## config.mk

```make
export PLATFORM = sky130hd
export DESIGN_NAME = load_buffer_flat
export DESIGN_NICKNAME = d
export VERILOG_FILES = /design/src/rtl/load_buffer_if.sv /design/src/rtl/load_buffer.sv /design/src/flat_wrapper.sv
export SDC_FILE = /design/constraint.sdc
export NUM_CORES = 1
export LEC_CHECK = 0
export CELL_PAD_IN_SITES_DETAIL_PLACEMENT = 0
export CELL_PAD_IN_SITES_GLOBAL_PLACEMENT = 1
export CORE_ASPECT_RATIO = 1.4
export CORE_MARGIN = 3
export CORE_UTILIZATION = 35
export CTS_CLUSTER_SIZE = 16
export DETAILED_ROUTE_END_ITERATION = 8
export PLACE_DENSITY = 0.57
export SLEW_MARGIN = 10
export SYNTH_ARGS = -nofsm -noshare
export SYNTH_HDL_FRONTEND = slang
export SYNTH_SLANG_ARGS = --single-unit
```

## constraint.sdc

```tcl
create_clock -name clk_in -period 4.9 [get_ports clk_in]
set_clock_uncertainty 0.05 [all_clocks]
set_input_delay 0.735 -clock clk_in [delete_from_list [all_inputs] [get_ports clk_in]]
set_output_delay 0.735 -clock clk_in [all_outputs]
set_load 0.03 [all_outputs]
```

## src/rtl/load_buffer_if.sv

```systemverilog
// Bus bundle between the load buffer and its neighbours: the address-unit enqueue path,
// ROB control, the memory read port and the CDB broadcast.
interface load_buffer_if #(
    parameter int AddressWidth = 32,
    parameter int ROBWidth     = 4,
    parameter int IDWidth      = 6
);
    logic                    addrunit_lbuffer_en_in;
    logic [AddressWidth-1:0] addrunit_lbuffer_a_in;
    logic [ROBWidth-1:0]     addrunit_lbuffer_dest_in;
    logic [IDWidth-1:0]      addrunit_lbuffer_opcode_in;
    logic                    lbuffer_addrunit_full_out;
    logic                    rob_lbuffer_store_clear_in;
    logic                    rob_lbuffer_rst_in;
    logic                    lbuffer_mem_req_out;
    logic [AddressWidth-1:0] lbuffer_mem_a_out;
    logic [1:0]              lbuffer_mem_size_out;
    logic                    mem_lbuffer_ack_in;
    logic [AddressWidth-1:0] mem_lbuffer_data_in;
    logic                    lbuffer_cdb_en_out;
    logic [ROBWidth-1:0]     lbuffer_cdb_dest_out;
    logic [AddressWidth-1:0] lbuffer_cdb_value_out;

    // Handshakes: an enqueue is taken on a rising clk_in edge when en_in is high and
    // full_out is low; mem_req_out stays high with a stable address/size until the
    // one-cycle ack_in pulse; cdb_en_out is a one-cycle valid with no back-pressure.
    modport master (
        input  addrunit_lbuffer_en_in, addrunit_lbuffer_a_in, addrunit_lbuffer_dest_in,
        input  addrunit_lbuffer_opcode_in, rob_lbuffer_store_clear_in, rob_lbuffer_rst_in,
        input  mem_lbuffer_ack_in, mem_lbuffer_data_in,
        output lbuffer_addrunit_full_out, lbuffer_mem_req_out, lbuffer_mem_a_out,
        output lbuffer_mem_size_out, lbuffer_cdb_en_out, lbuffer_cdb_dest_out,
        output lbuffer_cdb_value_out
    );

    modport slave (
        output addrunit_lbuffer_en_in, addrunit_lbuffer_a_in, addrunit_lbuffer_dest_in,
        output addrunit_lbuffer_opcode_in, rob_lbuffer_store_clear_in, rob_lbuffer_rst_in,
        output mem_lbuffer_ack_in, mem_lbuffer_data_in,
        input  lbuffer_addrunit_full_out, lbuffer_mem_req_out, lbuffer_mem_a_out,
        input  lbuffer_mem_size_out, lbuffer_cdb_en_out, lbuffer_cdb_dest_out,
        input  lbuffer_cdb_value_out
    );
endinterface

```

## src/rtl/load_buffer.sv

```systemverilog
// In-order load queue: issues one memory read at a time for the head entry,
// extends the returned data by opcode and broadcasts it with its ROB tag on the CDB.
module load_buffer #(
    parameter int                 DEPTH        = 8,
    parameter int                 AddressWidth = 32,
    parameter int                 ROBWidth     = 4,
    parameter int                 IDWidth      = 6,
    parameter logic [IDWidth-1:0] OP_LB        = IDWidth'(10),
    parameter logic [IDWidth-1:0] OP_LH        = IDWidth'(11),
    parameter logic [IDWidth-1:0] OP_LW        = IDWidth'(12),
    parameter logic [IDWidth-1:0] OP_LBU       = IDWidth'(13),
    parameter logic [IDWidth-1:0] OP_LHU       = IDWidth'(14)
) (
    input  logic                     clk_in,
    input  logic                     rst_in,
    input  logic                     rdy_in,
    load_buffer_if.master            bus,
    output logic [1:0]               lbuffer_dbg_state_out,
    output logic [$clog2(DEPTH):0]   lbuffer_dbg_count_out
);
    localparam int         IW = $clog2(DEPTH);
    localparam logic [IW:0] FULL_COUNT = (IW+1)'(DEPTH);

    localparam logic [1:0] ST_IDLE  = 2'd0;
    localparam logic [1:0] ST_WAIT  = 2'd1;
    localparam logic [1:0] ST_DRAIN = 2'd2;

    localparam logic [1:0] SZ_BYTE = 2'd0;
    localparam logic [1:0] SZ_HALF = 2'd1;
    localparam logic [1:0] SZ_WORD = 2'd2;

    logic [AddressWidth-1:0] r_addr_q [DEPTH];
    logic [ROBWidth-1:0]     r_dest_q [DEPTH];
    logic [IDWidth-1:0]      r_op_q   [DEPTH];

    logic [IW-1:0]           r_head;
    logic [IW-1:0]           r_tail;
    logic [IW:0]             r_count;
    logic [1:0]              r_state;
    logic                    r_req;
    logic [AddressWidth-1:0] r_mem_a;
    logic [1:0]              r_mem_size;
    logic                    r_cdb_en;
    logic [ROBWidth-1:0]     r_cdb_dest;
    logic [AddressWidth-1:0] r_cdb_value;

    logic w_full;
    logic w_enq;
    logic w_deq;

    function automatic logic [1:0] size_of(input logic [IDWidth-1:0] op);
        case (op)
            OP_LB, OP_LBU: size_of = SZ_BYTE;
            OP_LH, OP_LHU: size_of = SZ_HALF;
            default:       size_of = SZ_WORD;
        endcase
    endfunction

    function automatic logic [AddressWidth-1:0] extend(input logic [IDWidth-1:0] op,
                                                        input logic [AddressWidth-1:0] d);
        case (op)
            OP_LB:   extend = {{(AddressWidth-8){d[7]}}, d[7:0]};
            OP_LBU:  extend = {{(AddressWidth-8){1'b0}}, d[7:0]};
            OP_LH:   extend = {{(AddressWidth-16){d[15]}}, d[15:0]};
            OP_LHU:  extend = {{(AddressWidth-16){1'b0}}, d[15:0]};
            default: extend = d;
        endcase
    endfunction

    // full is taken from the current count, so a same-cycle dequeue never frees a slot early.
    assign w_full = (r_count == FULL_COUNT);
    assign w_enq  = bus.addrunit_lbuffer_en_in && !w_full && !bus.rob_lbuffer_rst_in;
    assign w_deq  = (r_state == ST_WAIT) && bus.mem_lbuffer_ack_in && !bus.rob_lbuffer_rst_in;

    always_ff @(posedge clk_in) begin
        if (rdy_in && w_enq) begin
            r_addr_q[r_tail] <= bus.addrunit_lbuffer_a_in;
            r_dest_q[r_tail] <= bus.addrunit_lbuffer_dest_in;
            r_op_q[r_tail]   <= bus.addrunit_lbuffer_opcode_in;
        end
    end

    always_ff @(posedge clk_in or negedge rst_in) begin
        if (!rst_in) begin
            r_head      <= '0;
            r_tail      <= '0;
            r_count     <= '0;
            r_state     <= ST_IDLE;
            r_req       <= 1'b0;
            r_mem_a     <= '0;
            r_mem_size  <= '0;
            r_cdb_en    <= 1'b0;
            r_cdb_dest  <= '0;
            r_cdb_value <= '0;
        end else if (rdy_in) begin
            r_cdb_en <= 1'b0;
            if (bus.rob_lbuffer_rst_in) begin
                r_head  <= '0;
                r_tail  <= '0;
                r_count <= '0;
                r_req   <= 1'b0;
                // An in-flight read must still be absorbed, so WAIT parks in DRAIN until its ack.
                if (r_state != ST_IDLE)
                    r_state <= bus.mem_lbuffer_ack_in ? ST_IDLE : ST_DRAIN;
            end else begin
                if (w_enq)
                    r_tail <= r_tail + 1'b1;
                if (w_deq)
                    r_head <= r_head + 1'b1;
                case ({w_enq, w_deq})
                    2'b10:   r_count <= r_count + 1'b1;
                    2'b01:   r_count <= r_count - 1'b1;
                    default: r_count <= r_count;
                endcase

                case (r_state)
                    ST_IDLE: begin
                        if ((r_count != '0) && bus.rob_lbuffer_store_clear_in) begin
                            r_req      <= 1'b1;
                            r_mem_a    <= r_addr_q[r_head];
                            r_mem_size <= size_of(r_op_q[r_head]);
                            r_state    <= ST_WAIT;
                        end
                    end
                    ST_WAIT: begin
                        if (bus.mem_lbuffer_ack_in) begin
                            r_req       <= 1'b0;
                            r_cdb_en    <= 1'b1;
                            r_cdb_dest  <= r_dest_q[r_head];
                            r_cdb_value <= extend(r_op_q[r_head], bus.mem_lbuffer_data_in);
                            r_state     <= ST_IDLE;
                        end
                    end
                    ST_DRAIN: begin
                        if (bus.mem_lbuffer_ack_in)
                            r_state <= ST_IDLE;
                    end
                    default: r_state <= ST_IDLE;
                endcase
            end
        end
    end

    assign bus.lbuffer_addrunit_full_out = w_full;
    assign bus.lbuffer_mem_req_out       = r_req;
    assign bus.lbuffer_mem_a_out         = r_mem_a;
    assign bus.lbuffer_mem_size_out      = r_mem_size;
    assign bus.lbuffer_cdb_en_out        = r_cdb_en;
    assign bus.lbuffer_cdb_dest_out      = r_cdb_dest;
    assign bus.lbuffer_cdb_value_out     = r_cdb_value;
    assign lbuffer_dbg_state_out         = r_state;
    assign lbuffer_dbg_count_out         = r_count;
endmodule

```

## src/flat_wrapper.sv

```systemverilog
// flat-port wrapper written by rule: the top's interface ports become plain ports
module load_buffer_flat 
#(
    parameter int                 DEPTH        = 8,
    parameter int                 AddressWidth = 32,
    parameter int                 ROBWidth     = 4,
    parameter int                 IDWidth      = 6,
    parameter logic [IDWidth-1:0] OP_LB        = IDWidth'(10),
    parameter logic [IDWidth-1:0] OP_LH        = IDWidth'(11),
    parameter logic [IDWidth-1:0] OP_LW        = IDWidth'(12),
    parameter logic [IDWidth-1:0] OP_LBU       = IDWidth'(13),
    parameter logic [IDWidth-1:0] OP_LHU       = IDWidth'(14)
)
  (clk_in, rst_in, rdy_in, lbuffer_dbg_state_out, lbuffer_dbg_count_out, bus_addrunit_lbuffer_en_in, bus_addrunit_lbuffer_a_in, bus_addrunit_lbuffer_dest_in, bus_addrunit_lbuffer_opcode_in, bus_rob_lbuffer_store_clear_in, bus_rob_lbuffer_rst_in, bus_mem_lbuffer_ack_in, bus_mem_lbuffer_data_in, bus_lbuffer_addrunit_full_out, bus_lbuffer_mem_req_out, bus_lbuffer_mem_a_out, bus_lbuffer_mem_size_out, bus_lbuffer_cdb_en_out, bus_lbuffer_cdb_dest_out, bus_lbuffer_cdb_value_out);
  load_buffer_if #(.AddressWidth(AddressWidth), .ROBWidth(ROBWidth), .IDWidth(IDWidth)) bus_i ();
  input  logic clk_in;
  input  logic rst_in;
  input  logic rdy_in;
  output logic [1:0] lbuffer_dbg_state_out;
  output logic [$clog2(DEPTH):0] lbuffer_dbg_count_out;
  input wire logic [$bits(bus_i.addrunit_lbuffer_en_in)-1:0] bus_addrunit_lbuffer_en_in;
  input wire logic [$bits(bus_i.addrunit_lbuffer_a_in)-1:0] bus_addrunit_lbuffer_a_in;
  input wire logic [$bits(bus_i.addrunit_lbuffer_dest_in)-1:0] bus_addrunit_lbuffer_dest_in;
  input wire logic [$bits(bus_i.addrunit_lbuffer_opcode_in)-1:0] bus_addrunit_lbuffer_opcode_in;
  input wire logic [$bits(bus_i.rob_lbuffer_store_clear_in)-1:0] bus_rob_lbuffer_store_clear_in;
  input wire logic [$bits(bus_i.rob_lbuffer_rst_in)-1:0] bus_rob_lbuffer_rst_in;
  input wire logic [$bits(bus_i.mem_lbuffer_ack_in)-1:0] bus_mem_lbuffer_ack_in;
  input wire logic [$bits(bus_i.mem_lbuffer_data_in)-1:0] bus_mem_lbuffer_data_in;
  output wire logic [$bits(bus_i.lbuffer_addrunit_full_out)-1:0] bus_lbuffer_addrunit_full_out;
  output wire logic [$bits(bus_i.lbuffer_mem_req_out)-1:0] bus_lbuffer_mem_req_out;
  output wire logic [$bits(bus_i.lbuffer_mem_a_out)-1:0] bus_lbuffer_mem_a_out;
  output wire logic [$bits(bus_i.lbuffer_mem_size_out)-1:0] bus_lbuffer_mem_size_out;
  output wire logic [$bits(bus_i.lbuffer_cdb_en_out)-1:0] bus_lbuffer_cdb_en_out;
  output wire logic [$bits(bus_i.lbuffer_cdb_dest_out)-1:0] bus_lbuffer_cdb_dest_out;
  output wire logic [$bits(bus_i.lbuffer_cdb_value_out)-1:0] bus_lbuffer_cdb_value_out;
  assign bus_i.addrunit_lbuffer_en_in = bus_addrunit_lbuffer_en_in;
  assign bus_i.addrunit_lbuffer_a_in = bus_addrunit_lbuffer_a_in;
  assign bus_i.addrunit_lbuffer_dest_in = bus_addrunit_lbuffer_dest_in;
  assign bus_i.addrunit_lbuffer_opcode_in = bus_addrunit_lbuffer_opcode_in;
  assign bus_i.rob_lbuffer_store_clear_in = bus_rob_lbuffer_store_clear_in;
  assign bus_i.rob_lbuffer_rst_in = bus_rob_lbuffer_rst_in;
  assign bus_i.mem_lbuffer_ack_in = bus_mem_lbuffer_ack_in;
  assign bus_i.mem_lbuffer_data_in = bus_mem_lbuffer_data_in;
  assign bus_lbuffer_addrunit_full_out = bus_i.lbuffer_addrunit_full_out;
  assign bus_lbuffer_mem_req_out = bus_i.lbuffer_mem_req_out;
  assign bus_lbuffer_mem_a_out = bus_i.lbuffer_mem_a_out;
  assign bus_lbuffer_mem_size_out = bus_i.lbuffer_mem_size_out;
  assign bus_lbuffer_cdb_en_out = bus_i.lbuffer_cdb_en_out;
  assign bus_lbuffer_cdb_dest_out = bus_i.lbuffer_cdb_dest_out;
  assign bus_lbuffer_cdb_value_out = bus_i.lbuffer_cdb_value_out;
  load_buffer #(.DEPTH(DEPTH), .AddressWidth(AddressWidth), .ROBWidth(ROBWidth), .IDWidth(IDWidth), .OP_LB(OP_LB), .OP_LH(OP_LH), .OP_LW(OP_LW), .OP_LBU(OP_LBU), .OP_LHU(OP_LHU)) u_core (.clk_in(clk_in), .rst_in(rst_in), .rdy_in(rdy_in), .bus(bus_i), .lbuffer_dbg_state_out(lbuffer_dbg_state_out), .lbuffer_dbg_count_out(lbuffer_dbg_count_out));
endmodule
```

## Word-level counts from Yosys, hierarchy flattened

Memory sizes are Yosys's and may differ from the RTL's. A register that Yosys moved wholly into a read port is not among the register bits.
Index checks and enable logic that the tools add are counted.

| operators by class | value |
|---|---|
| $add $sub $neg | 4 |
| $mul | 0 |
| divide/modulo/power cells | 0 |
| magnitude comparators | 0 |
| eq/ne operators | 13 |
| shift operators | 0 |
| multiplexer cells | 23 |
| bitwise logic cells | 1 |
| reductions and logical operators | 27 |

Operators by type and width:

| operator | number |
|---|---|
| one-hot mux 32 bit (4 select lines) | 1 |
| equality test 6 x 4 -> 1 bit, second input constant | 4 |
| AND reduction 4 bit | 4 |
| two-way mux 3 bit | 4 |
| two-way mux 2 bit | 5 |
| two-way mux 1 bit | 8 |
| one-hot mux 2 bit (2 select lines) | 2 |
| one-hot mux 4 bit (2 select lines) | 1 |
| adder 3 x 1 -> 3 bit, second input constant | 2 |
| logical AND 1 bit | 6 |
| AND reduction 2 bit | 3 |
| nonzero test 2 bit | 3 |
| nonzero test 3 bit | 2 |
| OR reduction 2 bit | 3 |
| adder 4 x 1 -> 4 bit, second input constant | 1 |
| equality test 2 x 1 -> 1 bit, second input constant | 2 |
| equality test 2 bit, second input constant | 2 |
| equality test 4 bit, second input constant | 1 |
| logical NOT 1 bit | 4 |
| two-way mux 4 bit | 1 |
| nonzero test 4 bit | 1 |
| subtractor 4 x 1 -> 4 bit, second input constant | 1 |
| inequality test 3 x 1 -> 1 bit, second input constant | 1 |
| inequality test 3 x 2 -> 1 bit, second input constant | 1 |
| 5 further kinds | 5 |

| word-level totals | value |
|---|---|
| register bits after elaboration | 48 |
| bits in latches | 0 |
| bits in writable memories | 336 |
| bits in read-only memories | 0 |
| input bits | 81 |
| output and inout bits | 79 |
| word-level logic and storage cells | 79 |
| memories kept | 3 |

Memory list:

| name | words | width | rd ports | clocked after Yosys merged registers in | write ports | line | source |
|---|---|---|---|---|---|---|---|
| u_core.r_addr_q | 8 | 32 | 1 | 1 | 1 | load_buffer.sv:32 | `logic [AddressWidth-1:0] r_addr_q [DEPTH];` |
| u_core.r_op_q | 8 | 6 | 1 | 0 | 1 | load_buffer.sv:34 | `logic [IDWidth-1:0] r_op_q [DEPTH];` |
| u_core.r_dest_q | 8 | 4 | 1 | 1 | 1 | load_buffer.sv:33 | `logic [ROBWidth-1:0] r_dest_q [DEPTH];` |

## Logic depth before layout (Yosys ltp)

Gate-level depths: netlist of run 1.

| logic depth | value |
|---|---|
| depth after elaboration | 7 |
| depth in mapped cells | 11 |

## Worst setup path before layout of run 1

Ideal clock, no wire load.

| timing | value |
|---|---|
| kind | register to register |
| start point | register u_core.r_count[1] (netlist: u_core.lbuffer_dbg_count_out[1]) |
| end point | memory u_core.r_addr_q[0][0] (enable) |
| arrival time | 4.237 ns |
| data required time | 4.357 ns |
| path slack | 0.120 ns |
| cell stages (with the launch flop) | 5 |
| buffers on the path | 0 |
| clock period less this slack | 4.780 ns |
| path through | dfrtp_1 > or4b_1 > nand2_1 > or3_1 > nor3_1 |

| between the ends | value |
|---|---|
| word-level cells in the longest chain between the ends | 7 |

RTL lines:

| item | line | source |
|---|---|---|
| start, declared | load_buffer.sv:38 | `logic [IW:0] r_count;` |
| start signal, assigned | load_buffer.sv:111 | `2'b10: r_count <= r_count + 1'b1;` |
| start signal, assigned | load_buffer.sv:112 | `2'b01: r_count <= r_count - 1'b1;` |
| start signal, assigned | load_buffer.sv:113 | `default: r_count <= r_count;` |
| equality test 4 bit | load_buffer.sv:71 | `assign w_full = (r_count == FULL_COUNT);` |
| logical NOT 1 bit | load_buffer.sv:72 | `assign w_enq = bus.addrunit_lbuffer_en_in && !w_full && !bus.rob_lbuffer_rst_in;` |
| logical AND 1 bit (2 in a row) | load_buffer.sv:72 |  |
| logical AND 1 bit | load_buffer.sv:76 | `if (rdy_in && w_enq) begin` |
| two-way mux 1 bit | load_buffer.sv:76 |  |
| two-way mux 1 bit (not written as such) | load_buffer.sv:77 | `r_addr_q[r_tail] <= bus.addrunit_lbuffer_a_in;` |
| end, declared | load_buffer.sv:32 |  |

No other way between the ends.

## Final worst setup path of run 1

| timing | value |
|---|---|
| start point | register u_core.r_count[1] (netlist: u_core.lbuffer_dbg_count_out[1]) |
| end point | output port bus_lbuffer_addrunit_full_out |

| between the ends | value |
|---|---|
| word-level cells in the longest chain between the ends | 1 |

RTL lines:

| item | line | source |
|---|---|---|
| equality test 4 bit | load_buffer.sv:71 |  |
| end, declared | flat_wrapper.sv:29 | `output wire logic [$bits(bus_i.lbuffer_addrunit_full_out)-1:0] bus_lbuffer_addrunit_full_out;` |

No other way between the ends.

==> impl_metrics.csv, run 1 <==
group,metric,value,unit
run_status,outcome,"finished clean",
power,peakVddDrop,310.4,uV
critical_path,required,4.12,ns
clock_tree,cts_buffers,42,
logic_synthesis,netlist_instances,882,
grt,grt_use_total,14.92,%
logic_synthesis,ys_async_sr_fraction,20.00,%
power,p_int,7.188,mW
critical_path,cp-start-kind,"flop",
clock_tree,ctsRootBufferMaster,"clkbuf_16",
clock_tree,clock_latency,0.54,ns
flow_run,maxCapViolCount,0,
grt,grt_max_degree,67,
logic_synthesis,synth_area_leaders,"edfxtp_1 (62%), dfrtp_1 (13%), mux4_2 (10%)",
logic_synthesis,syn_nets,969,
timing,fin_tns_setup,0,ns
grt,grt_pass1_wl,55970,um
logic_synthesis,synth_top_area_share,61.80,%
critical_path,crit_fanout,8,
logic_synthesis,syn_avg_cell_area,18.51,sq um
power,power.switching,3.000,mW
logic_synthesis,synthFlopType,"edfxtp_1",
power,powerDensity,507.6,nW/um^2
floorplan,fp.dieH,261.5,um
timing,hold_viol_final,0,
clock_tree,clkTransAtPathRegs,0.06,ns
critical_path,cp.arrival,2.43,ns
route,drtIter0Drc,522,
placed_design,gp_congestion,0.7346,
grt,first_global_vias,8830,
floorplan,dieArea,49310,sq um
timing,slew_headroom,34.97,%
cells_and_area,nets,1147,
power,power_frac_clock,30.8,%
timing,rsz0062_at_grt,"no",
clock_tree,cts_num_sinks,420,
logic_synthesis,synth-seq-area-share,74.68,%
timing,whs,0.1717,ns
critical_path,ff2ff_path_depth,5,
timing,slew_viol_final,0,
route,drt_wl_total,36930,um
critical_path,crit_type,"flop to primary output",
timing,worstMarginPinSlew,0.9754,ns
floorplan,core_area,46080,sq um
critical_path,rr_endpoint,"u_core.bus.lbuffer_mem_size_out[1]$_DFFE_PN0P_",
clock_tree,htreeDepth,2,
logic_synthesis,yosysTopAreaCell,"edfxtp_1",
logic_synthesis,yosys_register_bits,420,
logic_synthesis,synth_warnings,0,
power,power_leakage,6.743,nW
critical_path,rr_startpoint,"u_core.r_head[0]$_DFFE_PN0P_",
timing,fin_crit,3.219,ns
logic_synthesis,syn_area,16330,sq um
clock_tree,ctsResizeCount,0,
route,drc,0,
placed_design,post-place-ws,1.345,ns
timing,setup_viol,0,
route,ant_nets,0,
route,dr.pass1.iters,4,
logic_synthesis,synth_cell_types,58,
placed_design,place_hpwl,21430,um
placed_design,portBuffers,159,
cells_and_area,final_layout_size_suffix_gt1_share,18.02,%
power,seq_power_share,44.7,%
route,vias_per_cell,4.947,
critical_path,reg2reg_slack,1.79,ns
clock_tree,clockBufferDepth,3,
logic_synthesis,synth_edf_count,336,
power,swShare,29.45,%
clock_tree,cts_tree,"done",
timing,period_share,65.70,%
cells_and_area,syn_to_final_growth,22.95,%
min_path,min_path_type,"input pin to async pin",
route,wl_per_cell,21.59,um
floorplan,start_util,35.43,%
grt,overflow,0,
critical_path,worstSetupEndpointType,"primary output",
floorplan,pin_count,160,
clock_tree,postCtsSetupBuffers,0,
clock_tree,ctsHoldBuffers,0,
floorplan,rows,93,
power,pwr-share-comb,24.6,%
cells_and_area,fin_util,43.56,%
route,vias,8464,
grt,antenna_found_initial,4,
floorplan,die_x,188.5,um
timing,fmax,310.6,MHz
timing,fin_ws,1.681,ns
==> worst max path at each step <==
stage	start	end	slack (ns)	cells after the start
floorplan	u_core.lbuffer_dbg_count_out[1]$_DFFE_PN0P_	u_core.r_addr_q[0][0]$_DFFE_PP_	0.12	4
global placement	bus_rob_lbuffer_rst_in	u_core.r_addr_q[5][30]$_DFFE_PP_	1.34	6
global route	u_core.r_head[0]$_DFFE_PN0P_	u_core.bus.lbuffer_mem_a_out[13]$_DFFE_PN0P_	1.48	4
CTS	u_core.lbuffer_dbg_count_out[1]$_DFFE_PN0P_	bus_lbuffer_addrunit_full_out	1.64	3
finish	u_core.lbuffer_dbg_count_out[1]$_DFFE_PN0P_	bus_lbuffer_addrunit_full_out	1.68	3
detailed placement	bus_rob_lbuffer_rst_in	u_core.r_addr_q[5][30]$_DFFE_PP_	1.34	6
==> worst max-delay path, cell delays in order, from the launching register on <==
cell             delay (ns)
dfrtp_1                0.46
or4b_1                 0.67
inv_1                  0.09
clkdlybuf4s50_1        0.67
==> metrics by stage <==
step / std cells / total power [mW] / instance area (sq um)
2_1_floorplan: 882 / 6.098 / 16330
3_3_place_gp: 1633 / 7.164 / 18730
3_5_place_dp: 1633 / 7.182 / 18730
4_1_cts: 1710 / 10.36 / 20070
5_1_grt: 1710 / 10.67 / 20070
6_report: 1711 / 10.19 / 20070
==> layout make-up <==
cell class | count | area (sq um)
Inverter | 10 | 37.54
Antenna cell | 1 | 2.502
Tap cell | 617 | 772.0
Clock buffer | 61 | 1216
Sequential cell | 420 | 12200
Timing Repair Buffer | 177 | 1762
Fill cell | 4099 | 26010
Clock inverter | 16 | 123.9
Multi-Input combinational cell | 409 | 3955
==> cell usage in the layout (no fill, tap or decap), types with 9 or more instances in the layout <==
cell	instances
and3_1	11
buf_4	16
nor2_1	40
o21ai_0	14
nand3_2	11
clkdlybuf4s50_1	158
mux2i_1	37
edfxtp_1	336
nand2_1	63
nand3_1	23
a21oi_1	40
inv_1	9
dfrtp_1	81
clkbuf_1	13
mux4_2	75
clkbuf_16	45
==> logic make-up (layout without fill, tap and decap cells) <==
logic type                 Yosys count  after routing  share of synthesized area [%]
DFF                                420            420                          74.68
muxes                              122            122                          13.62
adders and majority gates            6              6                         0.4598
xor gates and xnor gates             3              3                         0.1610
and+or+nand+nor                    191            191                          5.817
AOI/OAI and AO/OA                   87             87                          3.786
other                                0              1                              0
buffers and inverters               53            264                          1.479
==> registers in the layout, summed over array words and instances (netlist names) <==
signal / count
u_core.r_op_q: 48
u_core.r_tail: 3
u_core.r_addr_q: 256
u_core.lbuffer_dbg_count_out: 4
u_core.bus.lbuffer_cdb_dest_out: 4
u_core.lbuffer_dbg_state_out: 2
u_core.r_head: 3
u_core.bus.lbuffer_cdb_en_out: 1
u_core.bus.lbuffer_mem_req_out: 1
u_core.bus.lbuffer_cdb_value_out: 32
u_core.r_dest_q: 32
u_core.bus.lbuffer_mem_size_out: 2
u_core.bus.lbuffer_mem_a_out: 32
==> metal layers <==
metal	GRT usage, %	routed length [um]	vias up
li1	-	-	3826
met1	18.61	15470	4371
met2	26.64	18950	213
met3	3.013	1811	46
met4	3.933	652	8
met5	0	49	-
==> cells in the mapped netlist, types with 3 or more instances <==
cell / number
mux2_2: 5
o22ai_1: 3
nor2_1: 47
nand3_1: 23
edfxtp_1: 336
mux4_1: 3
buf_2: 10
ha_1: 6
and3_1: 11
nor2b_1: 5
nand3_2: 11
buf_6: 3
clkbuf_1: 23
inv_1: 9
nor3_1: 11
o21ai_0: 14
mux4_2: 75
buf_1: 5
nand2_1: 63
dfrtp_1: 84
a21oi_1: 40
a211o_1: 8
nand2b_1: 8
mux2i_1: 37
==> power groups by stage <==
stage | sequential (mW) | combinational [mW] | clock, mW
2_1_floorplan | 5.16 | 0.934 | 0
3_5_place_dp | 4.64 | 2.54 | 0
6_report | 4.55 | 2.50 | 3.14
4_1_cts | 4.56 | 2.55 | 3.24
5_1_grt | 4.61 | 2.69 | 3.37
3_3_place_gp | 4.63 | 2.54 | 0
Power figures use the tool's default switching activity.
==> inputs of run 2 (changes only) <==
Settings changed: PLACE_DENSITY 0.57 to 0.59.
Clock period 4.9 ns to 2.85 ns, I/O delays scaled along.
==> run 2 against run 1 <==
Clock power is 74% higher. Sequential cell count is the same. Critical path type is now flop to flop. Critical path depth is 2 higher. Largest power group unchanged. First-iteration DRC count decreased by 4.6%. Setup slack got worse by 1.4 ns. Wire length down 0.26%. Die area stayed put. Count of clock-buffer cells in the layout shrank 9.
==> impl_metrics.csv, run 2 (synthesized netlist as in run 1, its figures left out) <==
group,metric,value,unit
run_status,outcome,"finished clean",
placed_design,place_area,19010,sq um
cells_and_area,reg_top3,"u_core.r_addr_q (256), u_core.r_op_q (48)",
timing,slew_viol_final,0,
power,powerDensity,867.6,nW/um^2
placed_design,post-place-ws,0.1870,ns
flow_run,maxCapViolCount,0,
route,drc,0,
floorplan,fp.dieH,261.5,um
floorplan,start_util,35.43,%
critical_path,worstSetupEndpointType,"flop",
critical_path,crit_buf_inv,0,
cells_and_area,final_cell_mix,"edfxtp_1 (336), clkdlybuf4s50_1 (157), dfrtp_1 (77)",
cells_and_area,final_layout_size_suffix_gt1_share,20.49,%
timing,worstMarginPinSlew,0.8490,ns
clock_tree,cts_tree,"done",
critical_path,rr_startpoint,"u_core.r_head[0]$_DFFE_PN0P_",
timing,slew_headroom,43.40,%
critical_path,reg2reg_slack,0.24,ns
critical_path,crit_chain,"mux4_1 -> mux2_2 -> a21oi_1 -> o2111ai_4 -> mux2_2",
timing,fin_ws,0.2380,ns
power,peakVddDrop,488.7,uV
cells_and_area,layout_commonest_cell,"edfxtp_1",
critical_path,cp.arrival,2.99,ns
timing,fin_tns_setup,0,ns
clock_tree,postCtsSetupBuffers,0,
route,ant_nets,0,
critical_path,rr_endpoint,"u_core.bus.lbuffer_mem_size_out[1]$_DFFE_PN0P_",
placed_design,dp.cells,1651,
clock_tree,clkTransAtPathRegs,0.06,ns
grt,overflow,0,
timing,period_share,91.65,%
power,power_leakage,6.887,nW
critical_path,cp_slowest_cell,"mux4_1",
timing,setup_viol,0,
grt,first_global_vias,9114,
placed_design,gp_congestion,0.7187,
clock_tree,cts_buffers,42,
critical_path,required,3.23,ns
grt,antenna_found_initial,0,
min_path,hold_start,"bus_mem_lbuffer_data_in[5]",
cells_and_area,seqCellArea,12210,sq um
timing,fin_crit,2.612,ns
floorplan,core_area,46080,sq um
route,wl_per_cell,21.29,um
critical_path,ff2ff_path_depth,5,
critical_path,crit_fanout,17,
grt,grt_pass1_wl,56470,um
cells_and_area,nets,1166,
clock_tree,htreeDepth,2,
grt,grt_max_degree,76,
cells_and_area,largest_reg_flops,256,
critical_path,cp_common_cell,"mux2_2",
placed_design,place_hpwl,22120,um
clock_tree,ctsRootBufferMaster,"clkbuf_16",
floorplan,dieArea,49310,sq um
floorplan,rows,93,
cells_and_area,multiInputGateArea,3971,sq um
route,vias,8529,
cells_and_area,antenna_cells,0,
cells_and_area,syn_to_final_growth,24.93,%
timing,hold_viol_final,0,
route,drt_wl_total,36840,um
cells_and_area,top_register,"u_core.r_addr_q",
grt,grt_use_total,15.00,%
critical_path,crit_family,"multiplexers",
critical_path,crit_type,"flop to flop",
timing,fmax,382.9,MHz
cells_and_area,n_fill_cell,4080,
clock_tree,clock_latency,0.54,ns
floorplan,die_x,188.5,um
route,vias_per_cell,4.930,
floorplan,pin_count,160,
min_path,hold_depth,3,
route,drtIter0Drc,498,
placed_design,portBuffers,159,
min_path,min_path_type,"input pin to flop",
clock_tree,clockBufferDepth,3,
cells_and_area,fin_area,20400,sq um
timing,rsz0062_at_grt,"no",
critical_path,cp-start-kind,"flop",
route,dr.pass1.iters,6,
min_path,hold_end,"u_core.bus.lbuffer_cdb_value_out[5]$_DFFE_PN0P_",
clock_tree,cts_num_sinks,420,
cells_and_area,fin_cells,1730,
critical_path,cpPeakStageDelay,0.58,ns
## run 2: what timing repair did
action | 4_1_cts | 5_1_grt
hold buffers | 1 | 0
endpoints found under the hold margin | 44 | 0
endpoints found under the setup margin | 0 | 1
resized for setup | 0 | 1
## run 2: worst max-delay path by stage
stage | start | to | slack, ns | depth (start not counted)
finish | u_core.r_head[0]$_DFFE_PN0P_ | u_core.bus.lbuffer_mem_size_out[1]$_DFFE_PN0P_ | 0.24 | 5
global route | u_core.r_head[0]$_DFFE_PN0P_ | u_core.bus.lbuffer_mem_size_out[1]$_DFFE_PN0P_ | 0.12 | 5
CTS | u_core.lbuffer_dbg_count_out[1]$_DFFE_PN0P_ | bus_lbuffer_addrunit_full_out | 0.002 | 3
global placement | bus_addrunit_lbuffer_en_in | u_core.r_addr_q[0][14]$_DFFE_PP_ | 0.23 | 5
floorplan | u_core.lbuffer_dbg_count_out[3]$_DFFE_PN0P_ | u_core.r_addr_q[4][0]$_DFFE_PP_ | -0.03 | 4
detailed placement | bus_addrunit_lbuffer_en_in | u_core.r_addr_q[0][15]$_DFFE_PP_ | 0.19 | 5
## run 2: final cells by class
class	instances	area share [%]
sequential	420	59.86
clock buffer	52	5.484
inverter	10	0.1840
timing repair buffer	196	9.975
multi-input combinational	409	19.47
tap	617	3.785
clock inverter	26	1.245
## run 2: worst min-delay path: cells and delay by family
family / cells / cell delay, ns
buf+inv: 1 / 0.40
simple gates: 2 / 0.09
## run 2: per-stage QoR
step / hold slack, ns / total power [mW] / utilization [%]
after floorplan: 0.08191 / 10.51 / -
after global placement: 0.4099 / 12.40 / 41.26
after detailed placement: 0.4120 / 12.45 / 41.26
after CTS: 0.3456 / 17.99 / 44.26
after global routing: 0.3797 / 18.57 / 44.26
final: 0.3739 / 17.70 / 44.26
## run 2: power breakdown
group	switching, mW	leakage (nW)	internal (mW)
Sequential	0.430	4.04	7.34
Clock	2.30	0.671	3.17
Combinational	2.51	2.18	1.94
## run 2: per-layer routing
metal / track usage, % / wire length (um) / share of wire [%]
met4: 3.602 / 681 / 1.8
met5: 0 / 0 / 0
met1: 18.40 / 15160 / 41
met3: 3.013 / 1785 / 4.8
met2: 27.33 / 19210 / 52
==> inputs of run 3 (changes only) <==
Settings changed: SETUP_SLACK_MARGIN set to 0.05.
Clock period 2.85 ns to 2.3 ns, I/O delays scaled along.
==> run 3 against run 2 <==
The run now ends with negative setup slack left. Via count is 1.8% higher. Sequential cell count stayed put. Count of clock-buffer cells in the layout is 5 higher. Clock power is 31% higher. Sequential share of layout area is 2.4 points lower. Hold slack worse by 0.081 ns. Non-clock buffer count is 50 higher. Wire length is 0.80% higher. Maximum frequency is 9.0% higher. Combinational power is 36% higher. Largest cell class unchanged.
==> impl_metrics.csv, run 3 (synthesized netlist as in run 1, its figures left out) <==
group,metric,value,unit
timing,worstMarginPinSlew,0.5566,ns
clock_tree,ctsRootBufferMaster,"clkbuf_16",
placed_design,post-place-ws,-0.1615,ns
floorplan,start_util,35.43,%
critical_path,crit_fanout,8,
clock_tree,cts_tree,"done",
critical_path,ff2ff_path_depth,7,
grt,gr-max-usage-layer,"met2",
placed_design,portBuffers,159,
route,wl_per_cell,20.84,um
power,pwr-share-comb,26.6,%
route,dr.pass1.iters,5,
cells_and_area,fin_area,21240,sq um
run_status,outcome,"finished with violations",
cells_and_area,layout_commonest_cell,"edfxtp_1",
timing,rsz0062_at_grt,"yes",
grt,overflow,0,
cells_and_area,final_layout_size_suffix_gt1_share,26.40,%
route,drtIter0Drc,458,
placed_design,place_hpwl,22720,um
min_path,hold_end,"u_core.bus.lbuffer_cdb_value_out[3]$_DFFE_PN0P_",
timing,fin_crit,2.396,ns
power,power.switching,6.651,mW
timing,setup_viol,26,
floorplan,dieArea,49310,sq um
power,power,22.77,mW
floorplan,fp.dieH,261.5,um
critical_path,worstSetupEndpointType,"flop",
placed_design,place_area,19530,sq um
power,p_int,16.12,mW
cells_and_area,syn_to_final_growth,30.07,%
min_path,hold_start,"bus_mem_lbuffer_data_in[3]",
timing,fin_tns_setup,-1.581,ns
critical_path,rr_startpoint,"u_core.r_head[0]$_DFFE_PN0P_",
timing,slew_viol_final,0,
floorplan,pin_count,160,
critical_path,cp-start-kind,"flop",
cells_and_area,top_register,"u_core.r_addr_q",
route,vias_per_cell,4.874,
power,swShare,29.20,%
placed_design,gp_congestion,0.7111,
clock_tree,clkTransAtPathRegs,0.06,ns
timing,fin_ws,-0.09600,ns
run_status,violations,"negative setup slack",
route,ant_nets,0,
floorplan,rows,93,
critical_path,required,2.67,ns
critical_path,crit_type,"flop to flop",
grt,antenna_found_initial,0,
route,drc,0,
clock_tree,cts_num_sinks,420,
min_path,hold_depth,3,
grt,grt_use_total,15.23,%
critical_path,cp.arrival,2.77,ns
min_path,min_path_type,"input pin to flop",
cells_and_area,final_cell_mix,"edfxtp_1 (336), clkdlybuf4s50_1 (156), mux4_2 (77), dfrtp_1 (77), nand2_1 (62)",
power,seq_power_share,42.1,%
power,powerDensity,1072,nW/um^2
timing,fmax,417.4,MHz
clock_tree,clockBufferDepth,3,
grt,met2_usage,26.37,%
floorplan,die_x,188.5,um
power,power_frac_clock,31.4,%
clock_tree,clock_latency,0.55,ns
critical_path,rr_endpoint,"u_core.bus.lbuffer_cdb_value_out[12]$_DFFE_PN0P_",
cells_and_area,largest_reg_flops,256,
timing,hold_viol_final,0,
power,power_leakage,7.294,nW
grt,grt_max_degree,85,
route,drt_wl_total,37130,um
critical_path,reg2reg_slack,-0.1,ns
route,vias,8685,
floorplan,core_area,46080,sq um
clock_tree,htreeDepth,2,
cells_and_area,n_fill_cell,4044,
grt,grtUsageMet3,2.839,%
grt,met1_usage,19.87,%
clock_tree,cts_buffers,42,
timing,slew_headroom,62.90,%
power,peakVddDrop,725.9,uV
timing,period_share,104.2,%
grt,first_global_vias,9325,
cells_and_area,reg_top3,"u_core.r_addr_q (256), u_core.r_op_q (48)",
flow_run,maxCapViolCount,0,
grt,grt_pass1_wl,57460,um
cells_and_area,nets,1217,
[run 3: worst max-delay path by stage]
| stage | startpoint | endpoint | slack [ns] | cells past startpoint |
|---|---|---|---|---|
| finish | u_core.r_head[0]$_DFFE_PN0P_ | u_core.bus.lbuffer_cdb_value_out[12]$_DFFE_PN0P_ | -0.1 | 7 |
| global route | u_core.lbuffer_dbg_count_out[2]$_DFFE_PN0P_ | u_core.lbuffer_dbg_count_out[3]$_DFFE_PN0P_ | -0.19 | 9 |
| CTS | u_core.r_head[0]$_DFFE_PN0P_ | u_core.bus.lbuffer_cdb_value_out[28]$_DFFE_PN0P_ | -0.09 | 5 |
| detailed placement | u_core.r_head[0]$_DFFE_PN0P_ | u_core.bus.lbuffer_cdb_value_out[12]$_DFFE_PN0P_ | -0.16 | 6 |
| global placement | bus_addrunit_lbuffer_en_in | u_core.lbuffer_dbg_count_out[3]$_DFFE_PN0P_ | -0.18 | 10 |
| floorplan | u_core.lbuffer_dbg_count_out[3]$_DFFE_PN0P_ | u_core.r_addr_q[0][0]$_DFFE_PP_ | -0.51 | 4 |
[run 3: timing repair]
action | 4_1_cts | 5_1_grt
endpoints found under the setup margin | 31 | 36
endpoints found under the hold margin | 84 | 0
hold buffers | 1 | 0
pin swaps | 8 | 7
cloned | 1 | 0
setup buffers | 2 | 7
gates resized for setup | 28 | 19
[run 3: per-layer routing]
metal	part of all wire, %	up-vias
li1	-	3964
met5	0	-
met1	43	4460
met2	50	217
met3	5.2	44
met4	1.9	0
[run 3: area by class of cell]
type / count / area (sq um) / share of cell area, %
clock buffer: 57 / 1169 / 5.503
timing repair buffer: 246 / 2625 / 12.36
inverter: 10 / 37.54 / 0.1768
sequential: 420 / 12210 / 57.49
antenna: 2 / 5.005 / 0.02357
clock inverter: 20 / 286.5 / 1.349
tap: 617 / 772.0 / 3.635
multi-input combinational: 410 / 4133 / 19.46
[run 3: stage by stage]
step / utilization, % / hold WS, ns / std cells
floorplan: - / -0.0005911 / 882
global placement: 42.38 / 0.4087 / 1692
detailed placement: 42.38 / 0.4117 / 1692
CTS: 45.80 / 0.2639 / 1773
global route: 46.07 / 0.2894 / 1780
finish: 46.08 / 0.2925 / 1782
[run 3: worst max-delay path, stage by stage, from the launching register on]
cell	delay (ns)
dfrtp_4	0.52
buf_6	0.14
mux4_2	0.40
mux2_4	0.33
nor3_4	0.20
o2111ai_4	0.19
and3_4	0.24
a211o_1	0.22
[run 3: power groups by stage]
stage	Clock [mW]	Sequential [mW]	Combinational (mW)
after global routing	7.69	9.69	6.51
after detailed placement	0	9.75	5.94
after floorplan	0	11.0	2.04
after CTS	7.35	9.59	6.06
final	7.14	9.58	6.05
after global placement	0	9.74	5.90
